==> config.mk <==
export PLATFORM = sky130hd
export DESIGN_NAME = imm_operand_encoder
export DESIGN_NICKNAME = d
export VERILOG_FILES = /design/src/rtl/imm_operand_encoder.sv
export SDC_FILE = /design/constraint.sdc
export NUM_CORES = 1
export LEC_CHECK = 0
export ABC_AREA = 1
export CELL_PAD_IN_SITES_DETAIL_PLACEMENT = 1
export CELL_PAD_IN_SITES_GLOBAL_PLACEMENT = 1
export CORE_MARGIN = 4
export CORE_UTILIZATION = 40
export CTS_BUF_LIST = sky130_fd_sc_hd__clkbuf_2
export DETAILED_ROUTE_END_ITERATION = 8
export PLACE_DENSITY = 0.9
export SKIP_CTS_REPAIR_TIMING = 1
export SLEW_MARGIN = 20
export SYNTH_ARGS = -nofsm -noshare
export SYNTH_HDL_FRONTEND = slang
export SYNTH_SLANG_ARGS = --single-unit
==> constraint.sdc <==
create_clock -name clk -period 3.6 [get_ports clk]
set_clock_uncertainty 0.05 [all_clocks]
set_input_delay 0.72 -clock clk [delete_from_list [all_inputs] [get_ports clk]]
set_output_delay 0.72 -clock clk [all_outputs]
set_load 0.01 [all_outputs]
==> src/rtl/imm_operand_encoder.sv <==
// Encodes a 32-bit constant as a rotated 8-bit immediate or a 12-bit signed offset.
// Rotations are searched one per cycle, smallest first.
module imm_operand_encoder (
    input  logic        clk,
    input  logic        rst,
    input  logic        start,
    input  logic        ld_str,
    input  logic [31:0] value,
    output logic        busy,
    output logic        done,
    output logic        found,
    output logic [11:0] shift_operand
);

    typedef enum logic [1:0] {
        IDLE,
        SEARCH,
        DONE
    } state_t;

    state_t      state;
    logic [3:0]  r;
    logic [31:0] v;
    logic [31:0] w;
    logic [4:0]  sh;
    logic        fit;
    logic        off_fit;

    // Left-rotating undoes the decoder's right rotation; shift by 32 yields 0.
    always_comb begin
        sh      = {r, 1'b0};
        w       = (v << sh) | (v >> (6'd32 - {1'b0, sh}));
        fit     = (&w[31:7]) | ~(|w[31:7]);
        off_fit = (&value[31:11]) | ~(|value[31:11]);
    end

    always_ff @(posedge clk) begin
        if (rst) begin
            state         <= IDLE;
            r             <= 4'd0;
            v             <= 32'd0;
            busy          <= 1'b0;
            done          <= 1'b0;
            found         <= 1'b0;
            shift_operand <= 12'h000;
        end else begin
            unique case (state)
                IDLE: begin
                    if (start) begin
                        v    <= value;
                        r    <= 4'd0;
                        busy <= 1'b1;
                        if (ld_str) begin
                            state         <= DONE;
                            done          <= 1'b1;
                            found         <= off_fit;
                            shift_operand <= off_fit ? value[11:0] : 12'h000;
                        end else begin
                            state <= SEARCH;
                        end
                    end
                end
                SEARCH: begin
                    if (fit) begin
                        shift_operand <= {r, w[7:0]};
                        found         <= 1'b1;
                        done          <= 1'b1;
                        state         <= DONE;
                    end else if (r == 4'd15) begin
                        shift_operand <= 12'h000;
                        found         <= 1'b0;
                        done          <= 1'b1;
                        state         <= DONE;
                    end else begin
                        r <= r + 4'd1;
                    end
                end
                DONE: begin
                    done  <= 1'b0;
                    busy  <= 1'b0;
                    state <= IDLE;
                end
                default: state <= IDLE;
            endcase
        end
    end

endmodule

Word level (Yosys, flattened, before mapping)
Index checks and enable logic that the tools add are counted.

Bits in registers: 53. Latch bits: 0. Bits in writable memories: 0. Memory bits (read-only): 0. Input port bits: 36. Output and inout bits: 15. Word-level logic and storage cells: 65. Memories: 0.

$add $sub $neg: 2. Multiply operators: 0. Div/mod/pow operators: 0. Magnitude comparators: 0. Equal/unequal tests: 8. Shifts and indexed selects: 2. Multiplexer cells: 27. Bitwise logic cells: 5. Reduce and logical (&&, ||, !) cells: 14.

Operators by type and width (number): 12-bit two-way mux (5); 32-bit OR (1); 32-bit by 5-bit left shift with 32-bit output (1); 32-bit by 6-bit right shift with 32-bit output (1); 25-bit AND reduction (1); 25-bit OR reduction (1); 12-bit one-hot mux with 2 select lines (1); 21-bit AND reduction (1); 21-bit OR reduction (1); 4-bit two-way mux (3); 4-bit AND reduction (3); 1-bit two-way mux (9); 2-bit two-way mux (4); 2-bit != test, second input constant (4); 4-bit one-hot mux with 2 select lines (1); 2-bit AND reduction (3); 6-bit by 5-bit subtractor with 6-bit output, first input constant (1); 4-bit by 1-bit adder with 4-bit output, second input constant (1); 4-bit equality test, second input constant (1); 1-bit one-hot mux with 2 select lines (2); 2-bit one-hot mux with 2 select lines (1); 2-bit nonzero test (2); 3-bit != test, second input constant (1); 1-bit one-hot mux with 3 select lines (1); other kinds (6) (8).

Depth between registers and ports, before layout
Gate-level depths: netlist of the first run.

Depth in word-level cells: 8. Depth in mapped cells: 24.

Worst setup path after synthesis of the first run
No wires, ideal clock.

Path kind: flip-flop to flip-flop. Start point: register r[0]. End point: register shift_operand[0]. Arrival time: 2.675 ns. Required time: 3.437 ns. Slack: 0.763 ns. Cell stages (with the launch flop): 23. Buffers on the path: 4. Cells stage by stage: dfxtp_1 buf_6 inv_2 buf_4 ha_1 inv_1 clkbuf_1 nand3_1 nand2_1 nand2_1 nand3_1 inv_2 nor2_1 nand2_1 nor2_1 nand2_1 nor2_1 nand2_1 nand4_2 nand2_4 buf_4 nor2_1 nor2_1.

Cells in the longest elaborated chain, start to end: 8. Elaborated cells between the ends (all ways): 13. Those cells by class: add/sub (1); eq/ne (2); shift (2); mux (2); bitwise (3); reduce/logical (3).

Ends and longest elaborated chain: start: declaration (line 22) `logic [3:0] r;`; start signal: assignment (line 75) `r <= r + 4'd1;`; 6-bit by 5-bit subtractor with 6-bit output (line 32) `w = (v << sh) | (v >> (6'd32 - {1'b0, sh}));`; 32-bit by 6-bit right shift with 32-bit output (line 32); 32-bit OR (line 32); 25-bit OR reduction (line 33) `fit = (&w[31:7]) | ~(|w[31:7]);`; 1-bit inverter (line 33); 1-bit OR (line 33); 3-bit != test (no source line) / 12-bit two-way mux (equally long branches); 4-bit AND reduction (no source line) / 12-bit one-hot mux with 2 select lines (equally long branches); end signal: assignment (line 57) `shift_operand <= off_fit ? value[11:0] : 12'h000;`; end signal: assignment (line 65) `shift_operand <= {r, w[7:0]};`; end: declaration (line 12) `output logic [11:0] shift_operand`.

Parallel ways exist; a longest one is shown, timed or not. A chain may end at the register's enable or synchronous reset.

Worst setup path after layout of the first run
Start point: register r[0]. End point: register r[3].

Cells in the longest elaborated chain, start to end: 8. Elaborated cells between the ends (all ways): 16. Those cells by class: add/sub (2); eq/ne (3); shift (2); mux (3); bitwise (3); reduce/logical (3).

Ends and longest elaborated chain (line): 6-bit by 5-bit subtractor with 6-bit output (32); 32-bit by 6-bit right shift with 32-bit output (32); 32-bit OR (32); 25-bit OR reduction (33); 1-bit inverter (33); 1-bit OR (33); 2-bit != test (no source line); 4-bit AND reduction (no source line).

Parallel ways exist; a longest one is shown, timed or not. The select of a mux whose other input is x is not followed.

==> results of run 1 <==
==> where the power goes <==
part	switching, mW	internal, mW
registers	0.0618	0.650
clock network	0.217	0.119
logic	0.938	0.436
==> final cells by class <==
type	instances	area, um^2	area share
multi-input cells	773	3435	0.6093
diodes	1	2.502	0.0004440
flip-flops and latches	53	1061	0.1882
inverters	51	193.9	0.03441
clock inverters	3	43.79	0.007769
repair buffers	72	665.6	0.1181
well taps	168	210.2	0.03729
clock buffers	5	25.02	0.004440
==> worst paths after layout <==
path,from,to,slack (ns),depth (start not counted)
max,r[0],r[3],0.22,19
min,done,done,0.44,2
max reg2reg,r[0],r[3],0.22,19
min reg2reg,done,done,0.44,2
==> metrics by stage <==
step                      cell area (um^2)  hold WS (ns)  utilization  power (mW)
after floorplan                       4965        0.4267            -       1.621
after global placement                5565        0.3970       0.4614       2.014
after detailed placement              5565        0.4155       0.4614       2.053
after CTS                             5634        0.4466       0.4671       2.391
after global routing                  5637        0.4650       0.4673       2.603
final                                 5637        0.4413       0.4673       2.422
==> registers in the layout, summed over array words and instances, names as in the netlist <==
signal         count
done               1
busy               1
state              2
v                 32
r                  4
shift_operand     12
found              1
==> cell usage after synthesis, types with 2 or more instances <==
library cell / number / area, um^2
o21ai_0: 46 / 230.2
a21oi_1: 30 / 150.1
buf_1: 5 / 18.77
nand3_1: 205 / 1026
nand3b_1: 2 / 15.01
o21ai_1: 2 / 10.01
nor4_1: 4 / 25.02
clkbuf_1: 27 / 101.4
dfxtp_1: 53 / 1061
buf_6: 2 / 22.52
ha_1: 2 / 25.02
buf_4: 10 / 75.07
nand4_1: 11 / 68.82
nand2_1: 316 / 1186
inv_2: 6 / 22.52
and2_1: 4 / 25.02
nor2_1: 127 / 476.7
o31ai_1: 3 / 22.52
buf_2: 12 / 60.06
inv_1: 44 / 165.2
nor2_4: 3 / 33.78
nor3_1: 5 / 25.02
nand2_2: 5 / 31.28
==> critical path: cells and delay by family, from the launching register on <==
family	cells	cell delay, ns
adders and majority gates	1	0.26
DFF	1	0.45
buffers and inverters	3	0.42
and+or+nand+nor	15	2.10
==> cell families (layout without fill, tap and decap cells) <==
group           Yosys count  count (layout)  synth area share
simple gates            685             685            0.5935
buf+inv                 107             131           0.09501
compound gates           86              86           0.09274
flops                    53              53            0.2137
fa+ha+maj                 2               2          0.005040
other cells               0               1                 0
==> metal layers <==
metal | up-vias | track usage | share of wire
met4 | 0 | 0.08805 | 0.029
met3 | 50 | 0.02849 | 0.073
li1 | 3105 | - | -
met5 | - | 0 | 0
met1 | 3119 | 0.4028 | 0.44
met2 | 263 | 0.4680 | 0.46
==> results.tsv, run 1 <==
metric	value	unit
outcome	finished clean	
Post-Syn Area	4965	um^2
Initial Utilization	0.4116	
ys async rst share	0	
drt pass-1 iters	5	
layout cells sized above 1	0.05225	
Hold/Removal Path Class	reg -> reg	
commonest cells after routing, fill and taps aside	nand2_1, nand3_1, nor2_1, dfxtp_1, clkdlybuf4s50_1	
Fmax	0.2961	GHz
syn nets	971	
Ys Warns	0	
Slowest cell on crit path	dfxtp_1	
Final min period	3.377	ns
CP required	4.00	ns
Max Root-Sink Buffers	2	
final non-filler cell total	1126	
Final nets	994	
All-Layer GR Usage	0.2882	
largest net degree at the start of global routing	43	
number of port buffers	50	
Slew @ Worst Pin	0.5682	ns
Total Routed Length	20.54	mm
DR WL/cell	18.24	um
average size of a mapped cell	5.321	um^2
placed insts	1117	
VDD IR-drop max	350.9	uV
CP peak stage delay	0.45	ns
vias in the first global route	6399	
via count	6537	
die height	119.4	um
clock tree sinks	53	
Max Slew Vio Count	0	
worst setup margin	0.2226	ns
Clk Latency, worst-skew pair	0.52	ns
RSZ-0062 raised after global routing	false	
fin crit share	0.9382	
antenna violations before repair	1	
CP max FO	21	
post-route ant nets	0	
Primary FF master, synth	dfxtp_1	
Syn-to-layout area delta	13.53	%
Core Area	12060	um^2
DRT iter0 DRCs	600	
Syn Inst Count	933	
CTS tree	built	
die width	119.4	um
synthesized flop and latch total	53	
max-capacitance violation count	0	
sequential element share of the synthesized area	0.2137	
pre-CTS setup slack	0.4632	ns
# fillers	1788	
die area	14260	um^2
cell leakage power	2.716	nW
CTS Buf Count	5	
number of I/O pins	51	
DP HPWL	15.54	mm
gr ovfl total	0	
most common cell after layout, fill and taps aside	nand2_1	
critical path type	reg -> reg	
Hold Fails Final Rpt	0	
Slew Limit Headroom	0.6164	
CTS clk-pin slew, worst paths	0.32	ns
DRC violations left	0	
Crit path top cell by count	nand2_1	
Crit. End Element	flop	
Root Buffer	clkbuf_2	
number of cell rows	40	
CTS H-tree lvls	2	
Final GP Congestion	1.090	
Final setup viols	0	
vias per std cell	5.806	
Worst Path Arrival	3.78	ns
worst path cell trace	inv_2 > ha_1 > inv_1 > nand2_1 > nand2_2 > buf_4 > and2_1 > nand2_1 > nand3_1 > nand2_1 > nor2_1 > nand2_1 > nor2_1 > nand2_1 > nand2_2 > nand2_1 > nand3_1 > nor2_1 > nor2_1	
Sum Neg Setup Slack	0	ns
EDFF count, synth	0	
startpoint types	flop	
Netlist cell types	32	
pwr dens	429.6	nW/um^2
first-pass GRT wire length	33.34	mm
Power figures use the tool's default switching activity.
==> run 2, diff against run 1 <==
--- a/config.mk
+++ b/config.mk
@@ -13,6 +13,7 @@
 export CTS_BUF_LIST = sky130_fd_sc_hd__clkbuf_2
 export DETAILED_ROUTE_END_ITERATION = 8
 export PLACE_DENSITY = 0.9
+export REMOVE_ABC_BUFFERS = 1
 export SKIP_CTS_REPAIR_TIMING = 1
 export SLEW_MARGIN = 20
 export SYNTH_ARGS = -nofsm -noshare
==> run 2 against run 1 <==
Compared with the run above: global-route usage is 0.47 points lower; via count is 1.1% lower; sequential power hardly changed; total power is 4.1% lower; register-to-register slack better by 0.33 ns; core utilization is 0.19 points lower; highest routed layer unchanged.
==> results.tsv, run 2 (synthesis gave the netlist of run 1 again) <==
metric	value	unit	change
Final nets	991		was 994
DP HPWL	15.48	mm	was 15.54 mm
VDD IR-drop max	207.4	uV	was 350.9 uV
Final min period	3.049	ns	was 3.377 ns
CP required	3.97	ns	was 4.00 ns
clock tree sinks	53		unchanged
CTS clk-pin slew, worst paths	0.30	ns	was 0.32 ns
CP max FO	22		was 21
Clk Latency, worst-skew pair	0.49	ns	was 0.52 ns
Hold WS	0.4373	ns	was 0.4413 ns
Hold EP	done		unchanged
biggest regs	v (32), shift_operand (12), r (4)		unchanged
via count	6463		was 6,537
All-Layer GR Usage	0.2835		was 0.2882
largest net degree at the start of global routing	43		unchanged
Most Crowded Layer GR	met2		unchanged
met2 Track Usage GR	0.4641		was 0.4680
Max Root-Sink Buffers	2		unchanged
Slew Limit Headroom	0.5867		was 0.6164
Core Area	12060	um^2	unchanged
Crit. End Element	flop		unchanged
fin crit share	0.8471		was 0.9382
placed insts	1114		was 1,117
final non-filler cell total	1122		was 1,126
cell leakage power	2.699	nW	was 2.716 nW
reg2reg start	r[2]		was r[0]
worst setup margin	0.5505	ns	was 0.2226 ns
commonest cells after routing, fill and taps aside	nand2_1, nand3_1, nor2_1, dfxtp_1, clkdlybuf4s50_1		unchanged
GRT met1 Usage	0.3757		was 0.4028
Reg power frac	0.305		was 0.294
R2R setup slack	0.55	ns	was 0.22 ns
Hold Path Depth	2		unchanged
CTS tree	built		unchanged
pre-CTS setup slack	0.3200	ns	was 0.4632 ns
Worst Path Arrival	3.42	ns	was 3.78 ns
Pwr Total	2.323	mW	was 2.422 mW
CTS H-tree lvls	2		unchanged
Final GP Congestion	1.022		was 1.090
Final setup viols	0		unchanged
hold_sp	done		unchanged
CTS Buf Count	5		unchanged
Total Routed Length	20.07	mm	was 20.54 mm
FF/Latch Area	1061	um^2	unchanged
RSZ-0062 raised after global routing	false		unchanged
number of cell rows	40		unchanged
clock network power share	0.110		was 0.138
DRT iter0 DRCs	665		was 600
DRC violations left	0		unchanged
layout cells sized above 1	0.04822		was 0.05225
Syn-to-layout area delta	13.08	%	was 13.53%
Root Buffer	clkbuf_2		unchanged
Initial Utilization	0.4116		unchanged
number of port buffers	50		unchanged
largest register by flop count	v		unchanged
Slew @ Worst Pin	0.6180	ns	was 0.5682 ns
die width	119.4	um	unchanged
die area	14260	um^2	unchanged
die height	119.4	um	unchanged
drt pass-1 iters	5		unchanged
number of I/O pins	51		unchanged
Hold/Removal Path Class	reg -> reg		unchanged
Largest register FFs	32		unchanged
Crit Reg-Reg Endpoint	r[1]		was r[3]
max-capacitance violation count	0		unchanged
pwr dens	413.8	nW/um^2	was 429.6 nW/um^2
Hold Fails Final Rpt	0		unchanged
Pint	1.138	mW	was 1.206 mW
first-pass GRT wire length	33.26	mm	was 33.34 mm
critical path type	reg -> reg		unchanged
portion of total power attributed to combinational logic	0.585		was 0.567
most common cell after layout, fill and taps aside	nand2_1		unchanged
post-route ant nets	0		unchanged
Multi-input gate area	3435	um^2	unchanged
gr ovfl total	0		unchanged
startpoint types	flop		unchanged
Switching Fraction	0.5102		was 0.5021
antenna violations before repair	0		was 1
Max Slew Vio Count	0		unchanged
Psw	1.185	mW	was 1.216 mW
vias in the first global route	6589		was 6,399
antenna fix cells	0		was 1
# fillers	1741		was 1,788
outcome	finished clean		unchanged
DR WL/cell	17.89	um	was 18.24 um
GR Util met3	0.03561		was 0.02849
vias per std cell	5.760		was 5.806
Fmax	0.3279	GHz	was 0.2961 GHz
FF-to-FF path depth	18		was 19
-- run 2: through the flow --
stage                     area, um^2    util  setup TNS (ns)
final                           5614  0.4655               0
after global routing            5614  0.4655               0
after CTS                       5614  0.4655               0
after detailed placement        5568  0.4616               0
after global placement          5568  0.4616               0
after floorplan                 4687       -          -11.57
-- run 2: per-layer routing --
| layer | vias to the layer above | wire length, um | part of all wire |
|---|---|---|---|
| met4 | 0 | 706 | 0.035 |
| met1 | 3073 | 8856 | 0.44 |
| li1 | 3092 | - | - |
| met5 | - | 0 | 0 |
| met3 | 52 | 1172 | 0.058 |
| met2 | 246 | 9338 | 0.47 |
-- run 2: critical path, cell delays in order, from the launching register on --
cell	delay, ns
dfxtp_1	0.47
buf_4	0.29
nand2_1	0.10
nand2_2	0.09
inv_2	0.17
buf_4	0.21
nor2_1	0.21
nand2_1	0.11
nand3_1	0.13
nand2_1	0.06
nor2_1	0.17
nand2_1	0.07
nor2_1	0.08
nand2_1	0.10
nand2_2	0.24
nand2_1	0.11
nand3_1	0.16
nor2_1	0.06
nor2_1	0.11
-- run 2: final cells by class --
class,instances,area share
Clock buffer,5,0.004457
Sequential cell,53,0.1890
Inverter,51,0.03454
Clock inverter,3,0.003789
Timing Repair Buffer,69,0.1190
Multi-Input combinational cell,773,0.6118
Tap cell,168,0.03744
-- run 2: worst max path at each step --
stage          slack (ns)      start  cells after the start           endpoint
6_report             0.55       r[2]                     18               r[1]
5_1_grt              0.22       r[2]                     18               r[0]
4_1_cts              0.60       r[2]                     18               r[3]
3_5_place_dp         0.32  value[23]                     11  shift_operand[10]
3_3_place_gp         0.45  value[23]                     11  shift_operand[10]
2_1_floorplan       -0.64       r[0]                     18               r[0]
-- run 2: power groups by stage --
| stage | logic [mW] | clock network (mW) | registers [mW] |
|---|---|---|---|
| 2_1_floorplan | 0.826 | 0 | 0.728 |
| 3_3_place_gp | 1.30 | 0 | 0.717 |
| 3_5_place_dp | 1.33 | 0 | 0.718 |
| 4_1_cts | 1.34 | 0.261 | 0.707 |
| 5_1_grt | 1.51 | 0.289 | 0.718 |
| 6_report | 1.36 | 0.256 | 0.709 |
==> run 3, diff against run 2 <==
==> constraint.sdc (replaced) <==
create_clock -name clk -period 2.95 [get_ports clk]
set_clock_uncertainty 0.05 [all_clocks]
set_input_delay 0.59 -clock clk [delete_from_list [all_inputs] [get_ports clk]]
set_output_delay 0.59 -clock clk [all_outputs]
set_load 0.01 [all_outputs]
==> run 3 against run 2 <==
Compared with the run above: hold slack improved by 0.0078 ns; sequential power is 22% higher; routed wire length rose by 3.1%; critical path depth is the same; sequential share of layout area is 0.64 points lower; critical endpoint is now shift_operand[8]; count of clock-buffer cells in the layout unchanged; highest routed layer unchanged; combinational power grew 29%; first-iteration DRC count down 13%; sequential cell count unchanged; worst setup slack worse by 0.42 ns; largest power group unchanged.
==> results.tsv, run 3 (synthesis gave the netlist of run 1 again) <==
metric	value	unit	change
outcome	finished clean		unchanged
gr ovfl total	0		unchanged
Pint	1.448	mW	was 1.138 mW
Final GP Congestion	0.9657		was 1.022
most common cell after layout, fill and taps aside	nand2_1		unchanged
CP required	3.38	ns	was 3.97 ns
DP HPWL	15.21	mm	was 15.48 mm
Crit. End Element	flop		unchanged
Initial Utilization	0.4116		unchanged
vias per std cell	5.763		was 5.760
Core Area	12060	um^2	unchanged
Hold/Removal Path Class	reg -> reg		unchanged
Switching Fraction	0.5065		was 0.5102
CTS tree	built		unchanged
clock tree sinks	53		unchanged
All-Layer GR Usage	0.2785		was 0.2835
DR WL/cell	18.21	um	was 17.89 um
Root Buffer	clkbuf_2		unchanged
die area	14260	um^2	unchanged
biggest regs	v (32), shift_operand (12), r (4)		unchanged
VDD IR-drop max	300.6	uV	was 207.4 uV
via count	6553		was 6,463
pwr dens	501.9	nW/um^2	was 413.8 nW/um^2
Pwr Total	2.934	mW	was 2.323 mW
Hold Fails Final Rpt	0		unchanged
clock network power share	0.106		was 0.110
Max Root-Sink Buffers	2		unchanged
post-route ant nets	0		unchanged
vias in the first global route	6572		was 6,589
cell leakage power	2.807	nW	was 2.699 nW
die height	119.4	um	unchanged
largest register by flop count	v		unchanged
first-pass GRT wire length	32.73	mm	was 33.26 mm
Slew Limit Headroom	0.6277		was 0.5867
Max Slew Vio Count	0		unchanged
DRC violations left	0		unchanged
number of cell rows	40		unchanged
startpoint types	flop		unchanged
max-capacitance violation count	0		unchanged
fin crit share	0.9542		was 0.8471
Psw	1.486	mW	was 1.185 mW
placed insts	1120		was 1,114
antenna fix cells	0		unchanged
Worst Path Arrival	3.25	ns	was 3.42 ns
CTS clk-pin slew, worst paths	0.30	ns	about the same
Largest register FFs	32		unchanged
critical path type	reg -> reg		unchanged
Clk Latency, worst-skew pair	0.51	ns	was 0.49 ns
Fmax	0.3552	GHz	was 0.3279 GHz
final non-filler cell total	1137		was 1,122
Slew @ Worst Pin	0.5576	ns	was 0.6180 ns
number of I/O pins	51		unchanged
Total Routed Length	20.70	mm	was 20.07 mm
CTS Buf Count	5		unchanged
worst setup margin	0.1351	ns	was 0.5505 ns
Hold WS	0.4452	ns	was 0.4373 ns
commonest cells after routing, fill and taps aside	nand2_1, nand3_1, nor2_1, dfxtp_1, clkdlybuf4s50_1		unchanged
CP max FO	34		was 22
layout cells sized above 1	0.07430		was 0.04822
largest net degree at the start of global routing	38		was 43
Final setup viols	0		unchanged
die width	119.4	um	unchanged
number of port buffers	50		unchanged
Syn-to-layout area delta	17.74	%	was 13.08%
Reg power frac	0.295		was 0.305
CTS H-tree lvls	2		unchanged
Final min period	2.815	ns	was 3.049 ns
antenna violations before repair	0		unchanged
pre-CTS setup slack	0.03907	ns	was 0.3200 ns
DRT iter0 DRCs	580		was 665
drt pass-1 iters	5		unchanged
portion of total power attributed to combinational logic	0.599		was 0.585
Final nets	1006		was 991
[run 3: worst max-delay path: stages (launching register included)]
cell and delay (ns):
dfxtp_2 0.39, buf_6 0.21, nor2_4 0.20, nand3_2 0.16, a21oi_4 0.20, buf_12 0.18
nand3_1 0.12, nand3_1 0.14, nand2_1 0.10, nor2_1 0.13, nand2_1 0.06, nor2_1 0.13
nand2_2 0.12, nand2_4 0.13, buf_4 0.15, nand3_1 0.10, nand2_1 0.09, nor2_1 0.05
nor2_1 0.09
[run 3: worst paths after layout]
check                           from               end  slack, ns  cells after the start
worst max-delay path            r[1]  shift_operand[8]       0.14                     18
worst min-delay path            done              done       0.45                      2
worst max register to register  r[1]  shift_operand[8]       0.14                     18
worst min register to register  done              done       0.45                      2
[run 3: power by group through the flow]
stage	logic [mW]	clock network (mW)	registers (mW)
3_3_place_gp	1.59	0	0.872
5_1_grt	1.94	0.342	0.876
3_5_place_dp	1.64	0	0.874
4_1_cts	1.65	0.319	0.862
2_1_floorplan	1.01	0	0.889
6_report	1.76	0.311	0.866
[run 3: stage by stage]
stage / util / cell area, um^2 / TNS (ns)
3_5_place_dp: 0.4674 / 5638 / 0
2_1_floorplan: - / 4687 / -24.57
4_1_cts: 0.4710 / 5680 / -0.02098
3_3_place_gp: 0.4674 / 5638 / 0
6_report: 0.4846 / 5846 / 0
5_1_grt: 0.4846 / 5846 / -0.3101
[run 3: final cells by class]
type	instances	area, um^2
repair buffers	84	847.1
fillers	1744	6216
clock inverters	3	17.52
inverters	51	193.9
well taps	168	210.2
clock buffers	5	25.02
flip-flops and latches	53	1067
multi-input cells	773	3485
[run 3: per-layer routing]
| layer | wire length, um | vias to the layer above | share of wire | global-route usage |
|---|---|---|---|---|
| li1 | - | 3144 | - | - |
| met3 | 1124 | 42 | 0.054 | 0.03229 |
| met2 | 9954 | 225 | 0.48 | 0.4769 |
| met5 | 0 | - | 0 | 0 |
| met1 | 9125 | 3142 | 0.44 | 0.3619 |
| met4 | 495 | 0 | 0.024 | 0.09592 |
